--- src/rtl/dual_rail_rx.sv ---
// dual_rail_rx: dual-rail return-to-zero receiver with completion detection,
// 4-phase ack to the sender and a single-rail valid/ready output port.
module dual_rail_rx #(
  parameter int WIDTH       = 8,
  parameter int SYNC_STAGES = 2,
  parameter int TMO_CYC     = 255
) (
  input  logic             CK,
  input  logic             RN,
  input  logic [WIDTH-1:0] rail_t,
  input  logic [WIDTH-1:0] rail_f,
  output logic             ack,
  output logic [WIDTH-1:0] out_data,
  output logic             out_valid,
  input  logic             out_ready,
  output logic             err,
  output logic             tmo
);
  typedef enum logic [2:0] {NULL_WAIT, DATA_WAIT, CAPTURE, ACK_HI, ERR_NULL} state_t;
  state_t state_q, state_d;
  logic [SYNC_STAGES-1:0][WIDTH-1:0] st_q, st_d, sf_q, sf_d;
  logic [SYNC_STAGES-1:0] prime_q, prime_d;
  logic [WIDTH-1:0] prev_t_q, prev_t_d, out_data_q, out_data_d;
  logic [15:0] cnt_q, cnt_d;
  logic stab_q, stab_d, ill_q, ill_d, ack_q, ack_d;
  logic out_valid_q, out_valid_d, err_q, err_d, tmo_q, tmo_d;
  logic [WIDTH-1:0] s_t, s_f;
  logic all_null, complete, illegal, stable, load;
  assign s_t      = st_q[SYNC_STAGES-1];
  assign s_f      = sf_q[SYNC_STAGES-1];
  assign all_null = ~|(s_t | s_f);
  assign complete = &(s_t ^ s_f);
  assign illegal  = |(s_t & s_f);
  assign stable   = complete && stab_q && (s_t == prev_t_q);
  // prime_q marks when the synchronisers hold real rail samples after reset,
  // so reset-cleared flops are not mistaken for an all-null codeword
  always_comb begin
    st_d        = {st_q[SYNC_STAGES-2:0], rail_t};
    sf_d        = {sf_q[SYNC_STAGES-2:0], rail_f};
    prime_d     = {prime_q[SYNC_STAGES-2:0], 1'b1};
    prev_t_d    = s_t;
    stab_d      = (state_q == DATA_WAIT) && complete;
    ill_d       = illegal;
    state_d     = state_q;
    cnt_d       = cnt_q;
    ack_d       = ack_q;
    err_d       = 1'b0;
    tmo_d       = 1'b0;
    case (state_q)
      NULL_WAIT: state_d = (prime_q[SYNC_STAGES-1] && all_null) ? DATA_WAIT : NULL_WAIT;
      DATA_WAIT: begin
        if (illegal) begin
          err_d   = 1'b1;
          cnt_d   = '0;
          state_d = ERR_NULL;
        end else if (stable) begin
          state_d = CAPTURE;
        end else if (all_null) begin
          cnt_d = '0;
        end else if (!complete) begin
          tmo_d   = (cnt_q == 16'(TMO_CYC - 1));
          cnt_d   = tmo_d ? '0 : cnt_q + 16'd1;
          state_d = tmo_d ? ERR_NULL : DATA_WAIT;
        end
      end
      ACK_HI: begin
        ack_d   = all_null ? 1'b0 : ack_q;
        state_d = all_null ? DATA_WAIT : ACK_HI;
        err_d   = !all_null && illegal && !ill_q;
      end
      ERR_NULL: state_d = all_null ? DATA_WAIT : ERR_NULL;
      CAPTURE:  state_d = CAPTURE;
      default:  state_d = NULL_WAIT;
    endcase
    // a stable word loads on the same edge it is recognised unless back-pressured
    load = (state_d == CAPTURE) && (!out_valid_q || out_ready);
    if (load) begin
      state_d = ACK_HI;
      ack_d   = 1'b1;
      cnt_d   = '0;
    end
    out_valid_d = load || (out_valid_q && !out_ready);
    out_data_d  = load ? s_t : out_data_q;
  end
  always_ff @(posedge CK or negedge RN)
    if (!RN) begin
      state_q     <= NULL_WAIT;
      st_q        <= '0;
      sf_q        <= '0;
      prime_q     <= '0;
      prev_t_q    <= '0;
      stab_q      <= 1'b0;
      ill_q       <= 1'b0;
      cnt_q       <= '0;
      ack_q       <= 1'b0;
      out_valid_q <= 1'b0;
      out_data_q  <= '0;
      err_q       <= 1'b0;
      tmo_q       <= 1'b0;
    end else begin
      state_q     <= state_d;
      st_q        <= st_d;
      sf_q        <= sf_d;
      prime_q     <= prime_d;
      prev_t_q    <= prev_t_d;
      stab_q      <= stab_d;
      ill_q       <= ill_d;
      cnt_q       <= cnt_d;
      ack_q       <= ack_d;
      out_valid_q <= out_valid_d;
      out_data_q  <= out_data_d;
      err_q       <= err_d;
      tmo_q       <= tmo_d;
    end
  assign ack       = ack_q;
  assign out_valid = out_valid_q;
  assign out_data  = out_data_q;
  assign err       = err_q;
  assign tmo       = tmo_q;
endmodule

--- config.mk ---
export PLATFORM = sky130hd
export DESIGN_NAME = dual_rail_rx
export DESIGN_NICKNAME = d
export VERILOG_FILES = /design/src/rtl/dual_rail_rx.sv
export SDC_FILE = /design/constraint.sdc
export NUM_CORES = 1
export LEC_CHECK = 0
export CELL_PAD_IN_SITES_DETAIL_PLACEMENT = 1
export CELL_PAD_IN_SITES_GLOBAL_PLACEMENT = 2
export CORE_ASPECT_RATIO = 1.1
export CORE_MARGIN = 1
export CORE_UTILIZATION = 40
export DETAILED_ROUTE_END_ITERATION = 10
export MAX_ROUTING_LAYER = met4
export PLACE_DENSITY = 0.83
export SYNTH_ARGS = -nofsm -noshare
export SYNTH_HDL_FRONTEND = slang
export SYNTH_SLANG_ARGS = --single-unit
--- constraint.sdc ---
create_clock -name CK -period 4.1 [get_ports CK]
set_input_delay 0.615 -clock CK [delete_from_list [all_inputs] [get_ports CK]]
set_output_delay 0.615 -clock CK [all_outputs]
set_load 0.01 [all_outputs]
**Yosys cells after proc, flatten, opt, wreduce, memory -nomap -nowiden**

Cells that the tools add are included.

- Register bits after elaboration: 75
- Input bits: 19
- Output and inout bits: 12
- Logic and storage cells: 78

- Add/subtract/negate cells: 1
- Equality and inequality tests: 10
- Muxes and demuxes: 27
- Bitwise gates (word level): 3
- Reductions and logical operators: 22

Operators with widths:

| cell | number |
|---|---|
| two-way mux 16 bit | 7 |
| two-way mux 3 bit | 7 |
| adder 16 x 1 -> 16 bit, second input constant | 1 |
| == test 16 x 8 -> 1 bit, second input constant | 1 |
| OR reduction 8 bit | 2 |
| one-hot mux 3 bit (5 select lines) | 1 |
| two-way mux 1 bit | 10 |
| == test 3 x 2 -> 1 bit, second input constant | 3 |
| AND 8 bit | 1 |
| == test 8 bit | 1 |
| logical AND 1 bit | 8 |
| OR 8 bit | 1 |
| AND reduction 8 bit | 1 |
| XOR 8 bit | 1 |
| logical NOT 1 bit | 4 |
| inequality test 4 bit, second input constant | 1 |
| nonzero test 2 bit | 2 |
| == test 3 x 1 -> 1 bit, second input constant | 1 |
| == test 3 bit, second input constant | 1 |
| logical NOT 3 bit | 1 |
| inequality test 3 x 2 -> 1 bit, second input constant | 1 |
| AND reduction 3 bit | 1 |
| logical OR 1 bit | 2 |
| two-way mux 2 bit | 1 |
| other kinds (3) | 3 |

**Depth between registers and ports, before layout**

- Word-level depth: 11
- Gate-level depth with buffers: 10
- Mapped depth without buffers: 8

**Worst setup path before layout**

No wires, ideal clock.

- Path kind: reg-to-reg
- From: register st_q (netlist bit prev_t_d[0])
- To: register cnt_q[7]
- Setup time: 0.110 ns
- Arrival time: 1.959 ns
- Data required time: 3.990 ns
- Path slack: 2.031 ns
- Stages on the path, launching flop included: 10
- Path buffers: 1
- Period minus slack after synthesis: 2.069 ns
- Cells stage by stage: dfrtp_1 -> inv_1 -> ha_1 -> and4_1 -> nand4_2 -> o32a_1 -> o21ai_4 -> buf_6 -> o211ai_1 -> o41ai_1

- Word-level cells in the longest chain between the ends: 11
- Elaborated cells between the ends (all ways): 30
- Classes of those cells: 4 x eq/ne; 13 x mux; 3 x bitwise; 10 x reduce/logical

Ends and longest elaborated chain:

| element | RTL line | RTL |
|---|---|---|
| start: declaration | 21 | `logic [SYNC_STAGES-1:0][WIDTH-1:0] st_q, st_d, sf_q, sf_d;` |
| start signal: assignment | 102 | `st_q <= st_d;` |
| XOR 8 bit | 32 | `assign complete = &(s_t ^ s_f);` |
| AND reduction 8 bit | 32 |  |
| two-way mux 3 bit / logical AND 1 bit (equally long branches) | 60, 34 |  |
| two-way mux 3 bit / logical AND 1 bit (equally long branches) | 58, 34 |  |
| two-way mux 3 bit | 56 | `end else if (stable) begin` |
| two-way mux 3 bit | 52 | `if (illegal) begin` |
| one-hot mux 3 bit (5 select lines) | 49 | `case (state_q)` |
| == test 3 x 2 -> 1 bit | 76 | `load = (state_d == CAPTURE) && (!out_valid_q \|\| out_ready);` |
| logical AND 1 bit | 76 |  |
| inequality test 4 bit (no line) (tied with other cells) | -- |  |
| AND reduction 3 bit (no line) | -- |  |
| end signal: assignment | 108 | `cnt_q <= cnt_d;` |
| end: declaration | 24 | `logic [15:0] cnt_q, cnt_d;` |

Parallel ways exist; a longest one is shown, timed or not. The select of a mux whose other input is x is not followed.
A chain may end at the register's enable or synchronous reset.

**Final worst setup path**

- From: register st_q (netlist bit prev_t_d[2])
- To: register state_q[0]

- Word-level cells in the longest chain between the ends: 10
- Elaborated cells between the ends (all ways): 22
- Classes of those cells: 2 x eq/ne; 9 x mux; 3 x bitwise; 8 x reduce/logical

Ends and longest elaborated chain:

| element | RTL line | RTL |
|---|---|---|
| XOR 8 bit | 32 |  |
| AND reduction 8 bit | 32 |  |
| two-way mux 3 bit / logical AND 1 bit (equally long branches) | 60, 34 |  |
| two-way mux 3 bit / logical AND 1 bit (equally long branches) | 58, 34 |  |
| two-way mux 3 bit | 56 |  |
| two-way mux 3 bit | 52 |  |
| one-hot mux 3 bit (5 select lines) (*) | 49 |  |
| == test 3 x 2 -> 1 bit | 76 |  |
| logical AND 1 bit | 76 |  |
| two-way mux 3 bit (*) | 77 | `if (load) begin` |
| named net state_d[0] | 20 | `state_t state_q, state_d;` |
| end signal: assignment | 101 | `state_q <= state_d;` |
| end: declaration | 20 |  |

Mark *: on every way through the listed nets, which the timed path passes. The rest lies on a longest branch.

==> results.yml <==
outcome:
  status: "completed"
synth:
  synth.distinct_cells: 42
  synth_seq_cells: 75
  ys_warn_count: 0
  async_reset_ff_share_pct: 100.0
  netlist_area_um2: 3204
  ys_seq_area_share_pct: 58.57
  synthFlopType: "dfrtp_1"
  postSynthAreaPerCell_um2: 11.87
  synth_edf_count: 0
  synth_cells: 270
  synth.net_count: 307
routing:
  drt_iter0_drc: 69
  first_pass_iters: 4
  dr_total_vias: 2159
  wl_per_cell_um: 16.41
  drtAntennaViolNets: 0
  drc: 0
  routed_via_density: 5.190
  routed_wirelength_mm: 6.827
timing:
  min_period_ns: 2.680
  tightest_slew_ns: 0.9951
  slew_headroom_pct: 33.47
  finalHoldViolCount: 0
  rsz0062_at_grt: "false"
  skew_ns: 0.01320
  fmax_ghz: 0.3731
  setup_violations: 0
  setup-tns-final_ns: 0
  whs_ns: 0.3475
  finalCritPeriodShare_pct: 65.37
  finalMaxSlewViolations: 0
clock_tree:
  ctsResizeCount: 0
  insertion_delay_ns: 0.35
  post_cts_buffers: 0
  path_clk_slew_ns: 0.09
  cts.sinks: 75
  cts_tree: "done"
  clockBufferDepth: 2
  cts_root_buf: "clkbuf_8"
  cts_buffers: 9
  hold_buffers: 0
  htreeDepth: 3
power:
  seqPwrFrac_pct: 48.5
  peakVddDrop_v: 0.0002745
  pwr-share-comb_pct: 4.7
  internal-power_mw: 1.264
  clkPwrFrac_pct: 46.8
  finalPower_mw: 1.601
  power_density_nw_per_um2: 415.1
  switchingPower_uw: 337.6
  netSwitchingFraction_pct: 21.08
  total_leakage_power_nw: 1.719
setup_path:
  cp_max_fo: 22
  critPathRequiredTime_ns: 4.31
  end_kind: "flip-flop"
  arrival_ns: 2.89
  critical_path_class: "flip-flop to flip-flop"
  cp-start-kind: "flip-flop"
floorplanning:
  die_x_um: 87.34
  dieArea_um2: 8373
  die_h_um: 95.87
  io_pins: 31
  initial_core_util_pct: 42.18
  rows: 33
  core_um2: 7597
placement:
  place_hpwl_mm: 4.569
  port_buffers: 30
  dpl_cell_area_um2: 3592
  gp_congestion: 0.7530
global_routing:
  grt_pass1_vias: 2196
  grtUsageTotal_pct: 18.60
  gr-total-overflow: 0
  grt_max_degree: 76
  antenna_found_initial: 0
  grt_first_pass_wirelength_mm: 11.05
run:
  cap_violations: 0
layout:
  post-route-util_pct: 50.77
  area_delta_synth_final_pct: 20.38
  drive_gt1_share_pct: 9.968
  postLayoutCellArea_um2: 3857
  diodes: 0
  fillCellCount: 845
  nNetsFinal: 343
worst_hold_path:
  hp-class: "flip-flop to flip-flop"
[power groups by stage]
stage               registers (mW)  logic, mW  clock network (mW)
floorplan                    0.788     0.0341                   0
global placement             0.790     0.0739                   0
detailed placement           0.792     0.0759                   0
CTS                          0.778     0.0780               0.767
global route                 0.781     0.0845               0.799
finish                       0.777     0.0747               0.749
[cell families (layout without fill, tap and decap cells)]
logic type / after synthesis / in the layout / share of synthesized area, %
XOR/XNOR: 8 / 8 / 2.187
flip-flops: 75 / 75 / 58.57
buffers and inverters: 26 / 67 / 3.865
adder cells (fa/ha/maj): 18 / 18 / 7.029
AO/OA/AOI/OAI: 51 / 51 / 10.62
other: 1 / 1 / 0.1170
AND/OR/NAND/NOR: 91 / 91 / 17.61
[stage by stage]
step | setup WS (ns) | cells
2_1_floorplan | 2.031 | 270
3_3_place_gp | 1.547 | 400
5_1_grt | 1.208 | 416
3_5_place_dp | 1.415 | 400
6_report | 1.420 | 416
4_1_cts | 1.398 | 416
[metal layers]
| metal | track usage [%] | vias up | share of wire (%) |
|---|---|---|---|
| met5 | - | - | 0 |
| met4 | 6.148 | 0 | 0.81 |
| met3 | 4.374 | 7 | 2.5 |
| met2 | 31.77 | 36 | 54 |
| met1 | 21.66 | 1103 | 43 |
| li1 | - | 1013 | - |
[synth_stat cells, drive strengths merged (4+ instances only)]
master,n,area (um2)
nand2,24,90.09
a21oi,11,55.05
ha,18,225.2
nand3,9,50.05
nor2b,4,25.02
inv,20,75.07
nand4,8,56.30
o31ai,5,37.54
o21ai,17,96.34
xnor2,8,70.07
and3,4,25.02
buf,5,43.79
o211ai,12,105.1
dfrtp,75,1877
nor2,13,48.80
nor4,4,61.31
[registers in the layout (all words and copies together) (netlist names)]
name and flops:
ack 1, cnt_q 16, err 1, ill_q 1, out_data 8, out_valid 1, prev_t_d 8, prev_t_q 8
prime_q 2, s_f 8, sf_d 8, st_d 8, stab_q 1, state_q 3, tmo 1
[final timing paths]
| path | slack [ns] | endpoint | depth (start not counted) | start |
|---|---|---|---|---|
| setup / recovery | 1.42 | state_q[0] | 8 | prev_t_d[2] |
| hold reg to reg | 0.35 | prev_t_d[2] | 0 | st_d[10] |
| hold / removal | 0.35 | prev_t_d[2] | 0 | st_d[10] |
| min in group asynchronous | 0.40 | cnt_q[13] | 1 | RN |
| setup reg to reg | 1.42 | state_q[0] | 8 | prev_t_d[2] |
| max in group asynchronous | 3.08 | s_f[0] | 1 | RN |
[area by class of cell]
class                   instances  area (um2)  area share [%]
clock buffers                  10       127.6           3.308
repair buffers                 31       305.3           7.914
flip-flops and latches         75        1877           48.65
multi-input cells             169        1204           31.20
clock inverters                 6       137.6           3.568
well taps                     105       131.4           3.406
inverters                      20       75.07           1.946
[critical path, stage by stage (launching register included)]
cell and delay [ns]:
dfrtp_1 0.44, inv_1 0.13, ha_1 0.16, nand4_1 0.11, nor2_1 0.32, a21oi_1 0.17, o211ai_2 0.82, buf_4 0.30
nand3_1 0.09
[layout by cell type, fill, tap and decap left out, drive strengths merged]
cell	synthesis	routed
nor2b	4	4
nor4b	1	1
or4	1	1
o21ai	17	17
nand3	9	9
buf	5	2
clkdlybuf4s50	0	29
and3	4	4
nor3b	1	1
a21oi	11	11
nand2b	3	3
or2	3	3
ha	18	18
nand4b	3	3
dfrtp	75	75
xnor2	8	8
nand2	24	24
nor3	1	1
a31oi	3	3
o211ai	12	12
nand4	8	8
bufinv	0	4
o41ai	2	2
and3b	1	1
clkbuf	1	10
o31ai	5	5
or3	2	2
nor2	13	13
and4	3	3
nor4	4	4
inv	20	20
conb	1	1
nand3b	3	3
and2	3	3
clkinv	0	2
o32a	1	1
(Power assumes the default switching activity.)
